===== src/rtl/wb_rr_arbiter_pkg.sv =====
// wb_rr_arbiter_pkg
// Shared definitions for the wb_rr_arbiter slice: arbitration mode
// constants, the FSM state type and an index-width helper.
// Imported by wb_rr_arbiter and arb_mask_encoder.
package wb_rr_arbiter_pkg;

    localparam int ARB_FIXED = 0;
    localparam int ARB_RR    = 1;

    typedef enum logic {
        ARB_IDLE    = 1'b0,
        ARB_GRANTED = 1'b1
    } arb_state_t;

    // Width of an index into n items, never narrower than one bit so that
    // degenerate sizes still produce a legal vector.
    function automatic int arb_idx_width(input int n);
        return (n <= 2) ? 1 : $clog2(n);
    endfunction

endpackage


===== src/rtl/wb_rr_arbiter_mask_encoder.sv =====
// arb_mask_encoder
// Combinational masked priority pick. Requests inside the mask are
// preferred; when none of them are set the search wraps around to the
// full request vector. The search direction selects the lowest set bit
// (ascend=1) or the highest set bit (ascend=0).
// Ports:
//   request  in  PORTS  candidate requests
//   mask     in  PORTS  preferred subset (all zero = plain priority)
//   ascend   in  1      1: lowest index wins, 0: highest index wins
//   valid    out 1      any request present
//   index    out IW     index of the winner (0 when none)
//   onehot   out PORTS  one-hot winner (0 when none)
module arb_mask_encoder
    import wb_rr_arbiter_pkg::*;
#(
    parameter int PORTS = 4,
    parameter int IW    = arb_idx_width(PORTS)
) (
    input  logic [PORTS-1:0] request,
    input  logic [PORTS-1:0] mask,
    input  logic             ascend,
    output logic             valid,
    output logic [IW-1:0]    index,
    output logic [PORTS-1:0] onehot
);

    logic [PORTS-1:0] masked;
    logic [PORTS-1:0] pool;

    // The scan runs opposite to the priority order so the last assignment
    // made is the winner; this keeps the loop free of break statements.
    always_comb begin
        masked = request & mask;
        pool   = (masked != '0) ? masked : request;
        valid  = |request;
        index  = '0;
        onehot = '0;
        if (ascend) begin
            for (int i = PORTS - 1; i >= 0; i--) begin
                if (pool[i]) begin
                    index = IW'(i);
                end
            end
        end else begin
            for (int i = 0; i < PORTS; i++) begin
                if (pool[i]) begin
                    index = IW'(i);
                end
            end
        end
        if (valid) begin
            onehot = PORTS'(1) << index;
        end
    end

endmodule


===== src/rtl/wb_rr_arbiter.sv =====
// wb_rr_arbiter
// Registered N-way arbiter in front of the wishbone master mux. Picks one
// requester, holds the grant until its release condition, and reports the
// grant one-hot and encoded. Fixed-priority or round-robin.
// Optional feature macro: ARB_TIMEOUT_EN adds a grant watchdog that forces
// release after TIMEOUT_CYCLES cycles and pulses timeout_o.
// Ports:
//   clk_i            in   1      clock, rising edge
//   rst_ni           in   1      asynchronous active-low reset
//   request_i        in   PORTS  per-port request level
//   acknowledge_i    in   PORTS  per-port end-of-transfer pulse
//   grant_o          out  PORTS  one-hot grant, registered
//   grant_valid_o    out  1      any grant active
//   grant_encoded_o  out  IW     index of granted port (0 when none)
//   timeout_o        out  1      one-cycle pulse on watchdog release
module wb_rr_arbiter
    import wb_rr_arbiter_pkg::*;
#(
    parameter int PORTS             = 4,
    parameter int ARB_ROUND_ROBIN   = 1,
    parameter int LSB_HIGH_PRIORITY = 0,
    parameter int BLOCK             = 1,
    parameter int BLOCK_ACK         = 0,
    parameter int TIMEOUT_CYCLES    = 256
) (
    input  logic                     clk_i,
    input  logic                     rst_ni,
    input  logic [PORTS-1:0]         request_i,
    input  logic [PORTS-1:0]         acknowledge_i,
    output logic [PORTS-1:0]         grant_o,
    output logic                     grant_valid_o,
    output logic [$clog2(PORTS)-1:0] grant_encoded_o,
    output logic                     timeout_o
);

    localparam int IW = $clog2(PORTS);
    localparam logic [IW-1:0] PTR_RESET = (LSB_HIGH_PRIORITY != 0) ? IW'(PORTS - 1) : '0;

    arb_state_t       state_q, state_d;
    logic [PORTS-1:0] grant_q, grant_d;
    logic [IW-1:0]    enc_q, enc_d;
    logic [IW-1:0]    ptr_q, ptr_d;
    logic             timeout_q, timeout_d;
    logic             load_grant;

    logic             release_cond;
    logic             wd_expire;
    logic [PORTS-1:0] others;
    logic [PORTS-1:0] arb_req;
    logic [PORTS-1:0] rr_mask;
    logic             pick_valid;
    logic [IW-1:0]    pick_idx;
    logic [PORTS-1:0] pick_onehot;

    // Release condition of the current holder. With BLOCK=0 the arbiter
    // re-arbitrates every cycle; otherwise the holder keeps the bus until it
    // drops its request or, in ack mode, acknowledges the transfer.
    always_comb begin
        release_cond = 1'b1;
        if (BLOCK != 0) begin
            if (BLOCK_ACK != 0) begin
                release_cond = acknowledge_i[enc_q] | ~request_i[enc_q];
            end else begin
                release_cond = ~request_i[enc_q];
            end
        end
    end

    // The current holder is only eligible again when nobody else is asking.
    // In idle grant_q is zero so this reduces to the raw request vector.
    // The round-robin mask keeps the ports strictly after the last grant in
    // search direction; fixed priority leaves the mask empty.
    always_comb begin
        others  = request_i & ~grant_q;
        arb_req = (others != '0) ? others : request_i;
        rr_mask = '0;
        if (ARB_ROUND_ROBIN == ARB_RR) begin
            for (int i = 0; i < PORTS; i++) begin
                if (LSB_HIGH_PRIORITY != 0) begin
                    rr_mask[i] = (IW'(i) > ptr_q);
                end else begin
                    rr_mask[i] = (IW'(i) < ptr_q);
                end
            end
        end
    end

    arb_mask_encoder #(
        .PORTS (PORTS),
        .IW    (IW)
    ) u_pick (
        .request (arb_req),
        .mask    (rr_mask),
        .ascend  (LSB_HIGH_PRIORITY != 0),
        .valid   (pick_valid),
        .index   (pick_idx),
        .onehot  (pick_onehot)
    );

`ifdef ARB_TIMEOUT_EN
    localparam int CW = arb_idx_width(TIMEOUT_CYCLES);

    logic [CW-1:0] wd_cnt_q;

    assign wd_expire = (state_q == ARB_GRANTED) && !release_cond &&
                       (wd_cnt_q == CW'(TIMEOUT_CYCLES - 1));

    // Watchdog restarts with every new grant, including a re-grant of the
    // same port, and only advances while a grant is held.
    always_ff @(posedge clk_i or negedge rst_ni) begin
        if (!rst_ni) begin
            wd_cnt_q <= '0;
        end else if (load_grant) begin
            wd_cnt_q <= '0;
        end else if (state_q == ARB_GRANTED) begin
            wd_cnt_q <= wd_cnt_q + 1'b1;
        end
    end
`else
    assign wd_expire = 1'b0;
`endif

    // Next-state logic. A release with other requests pending re-arbitrates
    // on the same edge so there is no idle bubble between grants.
    always_comb begin
        state_d    = state_q;
        grant_d    = grant_q;
        enc_d      = enc_q;
        ptr_d      = ptr_q;
        timeout_d  = 1'b0;
        load_grant = 1'b0;
        case (state_q)
            ARB_IDLE: begin
                if (pick_valid) begin
                    load_grant = 1'b1;
                    state_d    = ARB_GRANTED;
                end
            end
            ARB_GRANTED: begin
                if (release_cond || wd_expire) begin
                    timeout_d = wd_expire;
                    if (pick_valid) begin
                        load_grant = 1'b1;
                    end else begin
                        grant_d = '0;
                        enc_d   = '0;
                        state_d = ARB_IDLE;
                    end
                end
            end
            default: begin
                grant_d = '0;
                enc_d   = '0;
                state_d = ARB_IDLE;
            end
        endcase
        if (load_grant) begin
            grant_d = pick_onehot;
            enc_d   = pick_idx;
            ptr_d   = pick_idx;
        end
    end

    // State, grant and pointer registers; all clear asynchronously.
    always_ff @(posedge clk_i or negedge rst_ni) begin
        if (!rst_ni) begin
            state_q   <= ARB_IDLE;
            grant_q   <= '0;
            enc_q     <= '0;
            ptr_q     <= PTR_RESET;
            timeout_q <= 1'b0;
        end else begin
            state_q   <= state_d;
            grant_q   <= grant_d;
            enc_q     <= enc_d;
            ptr_q     <= ptr_d;
            timeout_q <= timeout_d;
        end
    end

    assign grant_o         = grant_q;
    assign grant_valid_o   = |grant_q;
    assign grant_encoded_o = enc_q;
    assign timeout_o       = timeout_q;

endmodule


===== config.mk =====
export PLATFORM = sky130hd
export DESIGN_NAME = wb_rr_arbiter
export DESIGN_NICKNAME = d
export VERILOG_FILES = /design/src/rtl/wb_rr_arbiter_pkg.sv /design/src/rtl/wb_rr_arbiter_mask_encoder.sv /design/src/rtl/wb_rr_arbiter.sv
export SDC_FILE = /design/constraint.sdc
export NUM_CORES = 1
export LEC_CHECK = 0
export CORE_UTILIZATION = 46
export DETAILED_ROUTE_END_ITERATION = 16
export GPL_TIMING_DRIVEN = 0
export PLACE_DENSITY_LB_ADDON = 0.08
export SYNTH_ARGS = -nofsm -noshare
export SYNTH_HDL_FRONTEND = slang
export SYNTH_SLANG_ARGS = --single-unit

===== constraint.sdc =====
create_clock -name clk_i -period 2.24 [get_ports clk_i]
set_input_delay 0.224 -clock clk_i [delete_from_list [all_inputs] [get_ports clk_i]]
set_output_delay 0.224 -clock clk_i [all_outputs]
set_load 0.05 [all_outputs]

## Word-level counts from Yosys, hierarchy flattened

Index checks and enable logic that the tools add are counted.

- Register bits after elaboration: 9
- Bits of input ports: 10
- Logic and storage cells: 43

- Magnitude comparators: 5
- Equality and inequality tests: 2
- Shift operators: 1
- Muxes and demuxes: 21
- Bitwise logic cells: 4
- Reductions and logical operators: 6

Operator list:

| cell | count |
|---|---|
| $mux W4 | 7 |
| $mux W2 | 6 |
| $and A4 B4 Y4 | 2 |
| $reduce_bool A4 Y1 | 2 |
| $reduce_or A4 Y1 | 2 |
| $mux W1 | 5 |
| $lt A1 B2 Y1 const A | 2 |
| $lt A2 B2 Y1 const A | 2 |
| $ne A2 B2 Y1 const B | 2 |
| $not A4 Y4 | 1 |
| $pmux W1 S2 | 2 |
| $shl A1 B2 Y4 const A | 1 |
| $lt A2 B3 Y1 const B | 1 |
| $reduce_and A3 Y1 | 1 |
| $bmux W1 S2 | 1 |
| $reduce_bool A2 Y1 | 1 |
| $not A1 Y1 | 1 |

## Longest topological paths before layout

Gate-level depths: netlist (run 1).

- Depth after elaboration: 13
- Depth in mapped cells: 6

## Hierarchy

Synthesis (run 1) repeated with hierarchy kept, for this count alone.

- Cells, all modules: 73
- Area, all modules: 678.2 µm²

By module, submodules not included:

| module | instances | cells an instance | area an instance (µm²) | seq. area each (µm²) |
|---|---|---|---|---|
| wb_rr_arbiter | 1 | 45 | 494.2 | 225.2 |
| arb_mask_encoder | 1 | 28 | 183.9 | 0.0 |

## Least setup slack after synthesis (run 1)

No wires, ideal clock.

- Path type: register to register
- Start point: register enc_q[0] (netlist: grant_encoded_o[0])
- End point: register enc_q[1] (netlist: grant_encoded_o[1])
- Setup time: 0.078 ns
- Arrival time: 1.840 ns
- Data required time: 2.162 ns
- Setup slack: 0.322 ns
- Stages on the path, launching flop included: 7
- Path buffers: 0
- Cell sequence: dfrtp_1 mux4_2 nand2_2 inv_1 a21o_1 a211oi_2 o21bai_1

- Word-level cells in the longest chain between the ends: 6

Ends and longest elaborated chain:

| element | line | text |
|---|---|---|
| start, declared | wb_rr_arbiter.sv:41 | `logic [IW-1:0] enc_q, enc_d;` |
| start signal, assigned | wb_rr_arbiter.sv:175 | `enc_q <= enc_d;` |
| $bmux W1 S2 * | wb_rr_arbiter.sv:64 | `release_cond = ~request_i[enc_q];` |
| $mux W1 (not written as such) * | wb_rr_arbiter.sv:64 |  |
| $mux W1 | wb_rr_arbiter.sv:140 | `if (release_cond \|\| wd_expire) begin` |
| $pmux W1 S2 | wb_rr_arbiter.sv:132 | `case (state_q)` |
| $ne A2 B2 Y1 (no line) / $reduce_bool A2 Y1 (equally long branches) | -- |  |
| $reduce_and A3 Y1 (no line) | -- |  |

Mark *: on every way between the ends. The rest lies on a longest branch, timed or not. The select of a mux whose other input is x is not followed.
A chain may end at the register's enable or synchronous reset.

## Worst setup path in the final report (run 1)

- Start point: register grant_q[3] (netlist: grant_o[3])
- End point: output grant_valid_o

- Word-level cells in the longest chain between the ends: 1

Ends and longest elaborated chain:

| element | line | text |
|---|---|---|
| start, declared | wb_rr_arbiter.sv:40 | `logic [PORTS-1:0] grant_q, grant_d;` |
| start signal, assigned | wb_rr_arbiter.sv:174 | `grant_q <= grant_d;` |
| $reduce_or A4 Y1 | wb_rr_arbiter.sv:182 | `assign grant_valid_o = \|grant_q;` |
| end, declared | wb_rr_arbiter.sv:31 | `output logic grant_valid_o,` |

No other way between the ends.

==> results of run 1 <==
## cells by family after synthesis
group,count (synthesis)
adders and majority gates,1
DFF,9
other,1
AOI/OAI and AO/OA,29
and+or+nand+nor,17
muxes,1
buffers and inverters,11
## worst reg2reg max path, stage by stage (launching register included)
cell and delay, ns:
dfrtp_1 0.42, and2b_4 0.23, o21ai_2 0.19, a41oi_1 0.20
a311oi_1 0.35, a211oi_2 0.10, o21bai_1 0.17
## flip-flops by register name, indices dropped and copies added (netlist names)
name             flops
ptr_q                2
grant_encoded_o      2
state_q              1
grant_o              4
## stage by stage
step           utilization, %  hold slack [ns]  power, uW
2_1_floorplan               -          -0.0716        890
3_3_place_gp             60.9            0.541       1090
3_5_place_dp             60.9            0.548       1100
4_1_cts                  62.9            0.262       1230
5_1_grt                  62.9            0.292       1300
6_report                 62.9            0.250       1220
## area by class of cell
type | instances | area (sq um) | share of cell area (%)
Clock buffer | 4 | 26.3 | 3.13
Multi-Input combinational cell | 49 | 403 | 48.1
Buffer | 1 | 7.51 | 0.896
Tap cell | 15 | 18.8 | 2.24
Sequential cell | 9 | 225 | 26.9
Inverter | 10 | 37.5 | 4.48
Timing Repair Buffer | 12 | 120 | 14.3
## per-layer routing
layer | up-vias | part of all wire, % | routed length (um)
met5 | - | 0 | 0
met4 | 0 | 0.42 | 6
met3 | 2 | 5.3 | 75
met2 | 17 | 47 | 670
met1 | 282 | 47 | 672
li1 | 286 | - | -
## where the power goes
group | internal [uW] | total, uW | leakage [uW] | switching, uW
logic | 309 | 783 | 0.000229 | 474
registers | 228 | 315 | 0.000111 | 87.7
clock network | 68.5 | 123 | 0.0000150 | 54.5
## worst max path at each step
stage | cells past startpoint | to | startpoint
finish | 3 | grant_valid_o | grant_o[3]$_DFFE_PN0P_
global route | 3 | grant_valid_o | grant_o[0]$_DFFE_PN0P_
CTS | 3 | grant_valid_o | grant_o[3]$_DFFE_PN0P_
detailed placement | 7 | grant_encoded_o[1]$_DFFE_PN0P_ | request_i[0]
global placement | 7 | grant_encoded_o[1]$_DFFE_PN0P_ | request_i[0]
floorplan | 6 | grant_encoded_o[1]$_DFFE_PN0P_ | grant_encoded_o[0]$_DFFE_PN0P_
## cell usage in the layout, fill, tap and decap left out, drive strengths merged, types with 2 or more instances in the layout
cell / n
clkdlybuf4s50: 12
inv: 10
dfrtp: 9
o21ai: 8
o22ai: 5
nand2: 5
clkbuf: 4
nor2b: 3
a21o: 2
nor2: 2
a22oi: 2
o21a: 2
o21bai: 2
==> flow_summary.ini, run 1 <==
[cells_and_area]
antenna_cells = 0
layout-drive-gt1-share_pct = 24.7
fin_nets = 96
fin_cells = 100
area_delta_synth_final_pct = 24.5
n_fill_cell = 129
final_area_sq_um = 838

[setup_path]
rr_endpoint = grant_encoded_o[1]$_DFFE_PN0P_
r2r_start = grant_o[2]$_DFFE_PN0P_
crit_slowest_cell = clkdlybuf4s50_1
crit_family = buffers and inverters
critPathMaxFanout = 5
rrSetupSlack_ns = 0.47
path_cells = inv_2 -> nand4_1 -> clkdlybuf4s50_1
critPathRequiredTime_ns = 2.02
r2r_cells = 6
crit_buf_inv = 2
max_stage_delay_ns = 0.80
cp.arrival_ns = 1.69
end_kind = primary output
critPathKind = reg -> out
cp-start-kind = register

[power_and_ir_drop]
powerDensity_nw_per_um2 = 1460
p_leak_uw = 0.000355
ir_drop_uv = 769

[timing]
final_max_slew_viol_count = 0
worst_slack_ns = 0.330
slew_headroom_pct = 66.8
tightest_slew_ns = 0.497
fin_skew_ns = 0.00896
min_period_over_period_pct = 85.3
fmax_mhz = 523
period_needed_ns = 1.91
hold_violations = 0
setup_viol = 0
grt_setup_unrepaired = false
setup_tns_ns = 0

[clock_network]
post-cts-setup-buffer-count = 0
clk_pin_slew_ns = 0.06
cts_buffers = 3
cts-root-buf = clkbuf_4
clock-sinks = 9
clkLatencyLatePin_ns = 0.26
cts_tree = yes
cts_buffer_depth = 2
ctsHoldBuffers = 0
cts_htree_levels = 1
cts_resized = 0

[global_routing]
grt-ovfl-total = 0
grt_util_met1_pct = 27.8
grt_pass1_vias = 530
busiest_layer = met2
grt_usage_pct = 20.6
use_met2_pct = 33.1
grt_antenna_before_repair = 0
grt_pass1_wl_um = 2220
grt.met3_usage_pct = 1.67
grt_max_degree = 10

[place]
place.gp.congestion = 0.886
hpwl_um = 1140
pre_cts_ws_ns = 0.148
portBuffers = 12
placed_area_sq_um = 812
place_inst = 96

[logic_synthesis]
post_synth_fa_ha_maj_area_fraction_pct = 1.67
ys_top_cells_by_area = dfrtp_1, inv_1, o22ai_1
syn_inst = 69
ys_types = 40
synth_edf_count = 0
synth_ff_type = dfrtp_1
synth_compound_area_share_pct = 36.6
synth_top_family_by_area = compound AO/OA/AOI/OAI gates
synth_xor_area_share_pct = 0
yosys_warnings = 0
synth_nets = 79
synth_top_area_share_pct = 33.5
synth-seq-area-share_pct = 33.5
synth_area_per_cell_sq_um = 9.76
netlist_area_sq_um = 673
synth-seq-cells = 9
async_reset_ff_share_pct = 100
synthSimpleGateAreaFrac_pct = 17.7
synth_area_leader_cell = dfrtp_1
ys_top_cells_by_count = dfrtp_1, inv_1, o21ai_1, o22ai_1, nand2_1
synthMuxAreaShare_pct = 3.35

[routing]
via_count = 587
vias_per_cell = 5.87
remaining_drc_errors = 0
dr.pass1.iters = 4
routed_wl_um = 1430
wl_per_cell_um = 14.3
postRouteAntennaNets = 0
drtIter0Drc = 13

[die]
dieArea_sq_um = 1620
start_util_pct = 50.5
ios = 18
core_sq_um = 1330
die_w_um = 40.3
fp-row-count = 13
die_y_um = 40.3

[run_status]
status = complete, no violations

[job]
cap_violations = 0

[min_path]
hp-class = in -> async
(Power assumes the default switching activity.)
==> inputs of run 2 (changes only) <==
MAX_ROUTING_LAYER = met4   (was default)
RECOVER_POWER = 100   (was default)
==> run 2 against run 1 <==
Compared with the run above: sequential share of layout area grew 0.24 points; critical path depth rose by 4; utilization down 0.56 points; die area did not move; first-iteration DRC count down 7.7%; clock power barely moved; critical path type is now in -> reg; largest cell class unchanged.
==> flow_summary.ini, run 2 (synthesized netlist as in run 1, its figures left out) <==
[run_status]
status = complete, no violations

[routing]
postRouteAntennaNets = 0
remaining_drc_errors = 0
vias_per_cell = 5.85
drtIter0Drc = 12
via_count = 585
routed_wl_um = 1420
dr.pass1.iters = 4
wl_per_cell_um = 14.2

[timing]
setup_tns_ns = 0
tightest_slew_ns = 0.504
period_needed_ns = 2.02
fmax_mhz = 496
hold_violations = 0
hold_ws_ns = 0.321
final_max_slew_viol_count = 0
worst_slack_ns = 0.225
fin_skew_ns = 0.00988
slew_headroom_pct = 66.3
min_period_over_period_pct = 90.0
grt_setup_unrepaired = false
setup_viol = 0

[place]
place.gp.congestion = 0.901
portBuffers = 12
hpwl_um = 1140
pre_cts_ws_ns = 0.148

[power_and_ir_drop]
pwr-share-comb_pct = 63.4
ir_drop_uv = 736
powerDensity_nw_per_um2 = 1440
p_int_uw = 581
p_sw_share_pct = 51.3
p_clk_share_pct = 10.3
p_leak_uw = 0.000366
seqPwrFrac_pct = 26.3
power.switching_uw = 613

[global_routing]
grt_pass1_vias = 530
grt_max_degree = 10
grt_usage_pct = 21.2
grt_pass1_wl_um = 2220
grt-ovfl-total = 0
grt_antenna_before_repair = 0

[setup_path]
cp-start-kind = input port
critPathKind = in -> reg
critPathRequiredTime_ns = 2.37
critPathMaxFanout = 5
cp.arrival_ns = 2.15
end_kind = register

[clock_network]
cts-root-buf = clkbuf_4
cts_buffers = 3
clkLatencyLatePin_ns = 0.26
ctsHoldBuffers = 0
post-cts-setup-buffer-count = 0
cts_resized = 0
cts_htree_levels = 1
cts_tree = yes
clock-sinks = 9
cts_buffer_depth = 2
clk_pin_slew_ns = 0.06

[die]
die_y_um = 40.3
die_w_um = 40.3
dieArea_sq_um = 1620
start_util_pct = 50.5
fp-row-count = 13
core_sq_um = 1330
ios = 18

[cells_and_area]
fin_nets = 96
final_cell_mix = inv_1, dfrtp_1, dlygate4sd3_1
final_util_pct = 62.3
layout-drive-gt1-share_pct = 22.4
largest_reg_flops = 4
antenna_cells = 0
area_delta_synth_final_pct = 23.4

[min_path]
hp-class = in -> async

[job]
cap_violations = 0
[run 2: path summary, 6_finish.rpt]
check | startpoint | endpoint | slack [ns] | cells after the start
max reg2reg | grant_o[0]$_DFFE_PN0P_ | grant_encoded_o[1]$_DFFE_PN0P_ | 0.47 | 6
min in group clk_i | grant_encoded_o[1]$_DFFE_PN0P_ | grant_encoded_o[1]$_DFFE_PN0P_ | 0.57 | 2
min | rst_ni | grant_o[1]$_DFFE_PN0P_ | 0.32 | 1
min reg2reg | grant_encoded_o[1]$_DFFE_PN0P_ | grant_encoded_o[1]$_DFFE_PN0P_ | 0.57 | 2
max in group asynchronous | rst_ni | grant_encoded_o[1]$_DFFE_PN0P_ | 1.63 | 1
max | request_i[0] | grant_encoded_o[1]$_DFFE_PN0P_ | 0.22 | 7
[run 2: stage by stage]
step / cell area (sq um) / power, uW / std cells
after floorplan: 673 / 890 / 69
after global placement: 812 / 1090 / 96
after detailed placement: 812 / 1100 / 96
after CTS: 838 / 1230 / 100
after global routing: 831 / 1270 / 100
final: 831 / 1190 / 100
[run 2: power groups by stage]
| stage | Clock [uW] | Combinational [uW] | Sequential, uW |
|---|---|---|---|
| floorplan | 0 | 445 | 444 |
| global placement | 0 | 777 | 314 |
| detailed placement | 0 | 783 | 318 |
| CTS | 130 | 786 | 314 |
| global route | 136 | 810 | 323 |
| finish | 123 | 757 | 314 |
[run 2: routing by layer]
metal,global-route usage [%],routed length [um],vias to the layer above
met5,-,0,-
met2,33.1,654,20
li1,-,-,285
met1,27.8,689,278
met4,10.0,6,0
met3,1.67,69,2
[run 2: layout make-up]
type	count	area [sq um]
Buffer	1	7.51
Clock buffer	4	26.3
Fill cell	129	503
Inverter	10	37.5
Multi-Input combinational cell	49	395
Sequential cell	9	225
Tap cell	15	18.8
Timing Repair Buffer	12	120
[run 2: worst max-delay path, cell delays in order]
cell and delay (ns):
dlygate4sd3_1 0.67, nor2b_1 0.28, o21ai_1 0.13, a22oi_1 0.34, a21o_1 0.27, a211oi_2 0.07
o21bai_1 0.17
==> inputs of run 3 (changes only) <==
CORE_UTILIZATION = 42   (was 46)
REMOVE_ABC_BUFFERS = 1   (was default)
clock period = 1.8 ns   (was 2.24 ns; I/O delays follow)
==> run 3 against run 2 <==
Compared with the run above: wire length increased by 2.1%; register-to-register slack got worse by 0.37 ns; global-route usage decreased by 2.3 points; flip-flop and latch count did not move; sequential power grew 26%; die area increased by 9.0%; first-iteration DRC count increased by 42%; critical path depth down 6; total power up 26%; critical endpoint is now grant_o[0].
==> flow_summary.ini, run 3 (synthesized netlist as in run 1, its figures left out) <==
[timing]
slew_headroom_pct = 60.9
period_needed_ns = 1.74
tightest_slew_ns = 0.590
grt_setup_unrepaired = false
setup_viol = 0
worst_slack_ns = 0.0573
hold_ws_ns = 0.279
fin_skew_ns = 0.00553
fmax_mhz = 574
final_max_slew_viol_count = 0
min_period_over_period_pct = 96.8
setup_tns_ns = 0
hold_violations = 0

[setup_path]
critPathKind = reg -> out
cp-start-kind = register
crit_family = buffers and inverters
crit_start = grant_o[0]$_DFFE_PN0P_
crit_buf_inv = 1
max_stage_delay_ns = 0.84
r2r_start = grant_o[2]$_DFFE_PN0P_
cp.arrival_ns = 1.56
crit_slowest_cell = clkdlybuf4s50_1
path_cells = clkdlybuf4s50_1
end_kind = primary output
critPathMaxFanout = 6
critPathRequiredTime_ns = 1.62

[clock_network]
cts_htree_levels = 1
cts_tree = yes
cts-root-buf = clkbuf_4
clk_pin_slew_ns = 0.06
clkLatencyLatePin_ns = 0.26
clock-sinks = 9
cts_buffer_depth = 2
cts_buffers = 3

[power_and_ir_drop]
p_leak_uw = 0.000389
ir_drop_uv = 846
powerDensity_nw_per_um2 = 1760

[die]
ios = 18
core_sq_um = 1510
start_util_pct = 44.7
fp-row-count = 14
die_w_um = 42.0
dieArea_sq_um = 1770
die_y_um = 42.0

[place]
place_inst = 96
pre_cts_ws_ns = -0.269
placed_area_sq_um = 806
portBuffers = 12
hpwl_um = 1150
place.gp.congestion = 0.861

[global_routing]
grt_pass1_vias = 589
grt_pass1_wl_um = 2540
grt-ovfl-total = 0
grt_antenna_before_repair = 0
grt_max_degree = 10
grt_usage_pct = 18.9

[routing]
postRouteAntennaNets = 0
via_count = 585
drtIter0Drc = 17
dr.pass1.iters = 4
wl_per_cell_um = 14.5
vias_per_cell = 5.85
routed_wl_um = 1450
remaining_drc_errors = 0

[cells_and_area]
final_common_cell = inv_1
largest_reg_flops = 4
final_cell_mix = inv_1, dfrtp_1, o22ai_1
layout-drive-gt1-share_pct = 28.6
area_delta_synth_final_pct = 26.2
n_fill_cell = 153
fin_cells = 100
antenna_cells = 0
final_area_sq_um = 850
fin_nets = 95

[run_status]
status = complete, no violations

[job]
cap_violations = 0

[min_path]
hp-class = in -> async
run 3: per-stage QoR:
stage / utilization, % / power [uW]
6_report: 56.4 / 1500
4_1_cts: 55.4 / 1510
5_1_grt: 56.4 / 1600
3_3_place_gp: 53.5 / 1360
2_1_floorplan: - / 1110
3_5_place_dp: 53.5 / 1360
run 3: worst register-to-register path: cells and delay by family, from the launching register on:
kind            cells  cell delay, ns
simple gates        1            0.28
compound gates      5            0.84
flops               1            0.44
run 3: path summary, 6_finish.rpt:
path,to,slack (ns),cells after the start
worst max-delay path,grant_o[0],0.06,1
worst min-delay path,grant_o[1]$_DFFE_PN0P_,0.28,1
worst max register to register,ptr_q[0]$_DFFE_PN0P_,0.10,6
worst min register to register,grant_encoded_o[1]$_DFFE_PN0P_,0.56,2
max in group asynchronous,grant_o[2]$_DFFE_PN0P_,1.21,1
min in group clk_i,state_q$_DFF_PN0_,0.37,3
run 3: power by group:
group          switching (uW)  internal [uW]  total (uW)
Clock                    71.3           85.5         157
Sequential                113            285         397
Combinational             586            358         945
Total                     770            728        1500
run 3: metal layers:
metal,vias up,track usage [%],routed length [um]
li1,285,-,-
met1,275,25.9,648
met2,23,27.2,683
met3,2,2.16,90
met4,0,10.6,27
met5,-,-,0
run 3: area by class of cell:
| class | instances | area (sq um) | share of cell area (%) |
|---|---|---|---|
| multi-input combinational | 49 | 417 | 49.0 |
| sequential | 9 | 226 | 26.7 |
| timing repair buffer | 12 | 123 | 14.4 |
| inverter | 10 | 37.5 | 4.42 |
| clock buffer | 4 | 26.3 | 3.09 |
| tap | 16 | 20.0 | 2.36 |
run 3: what timing repair did:
action / in CTS / in global routing
pin swaps: 1 / 5
endpoints found under the setup margin: 2 / 9
setup buffers: 0 / 0
resized for setup: 2 / 8
hold buffers: 0 / 0
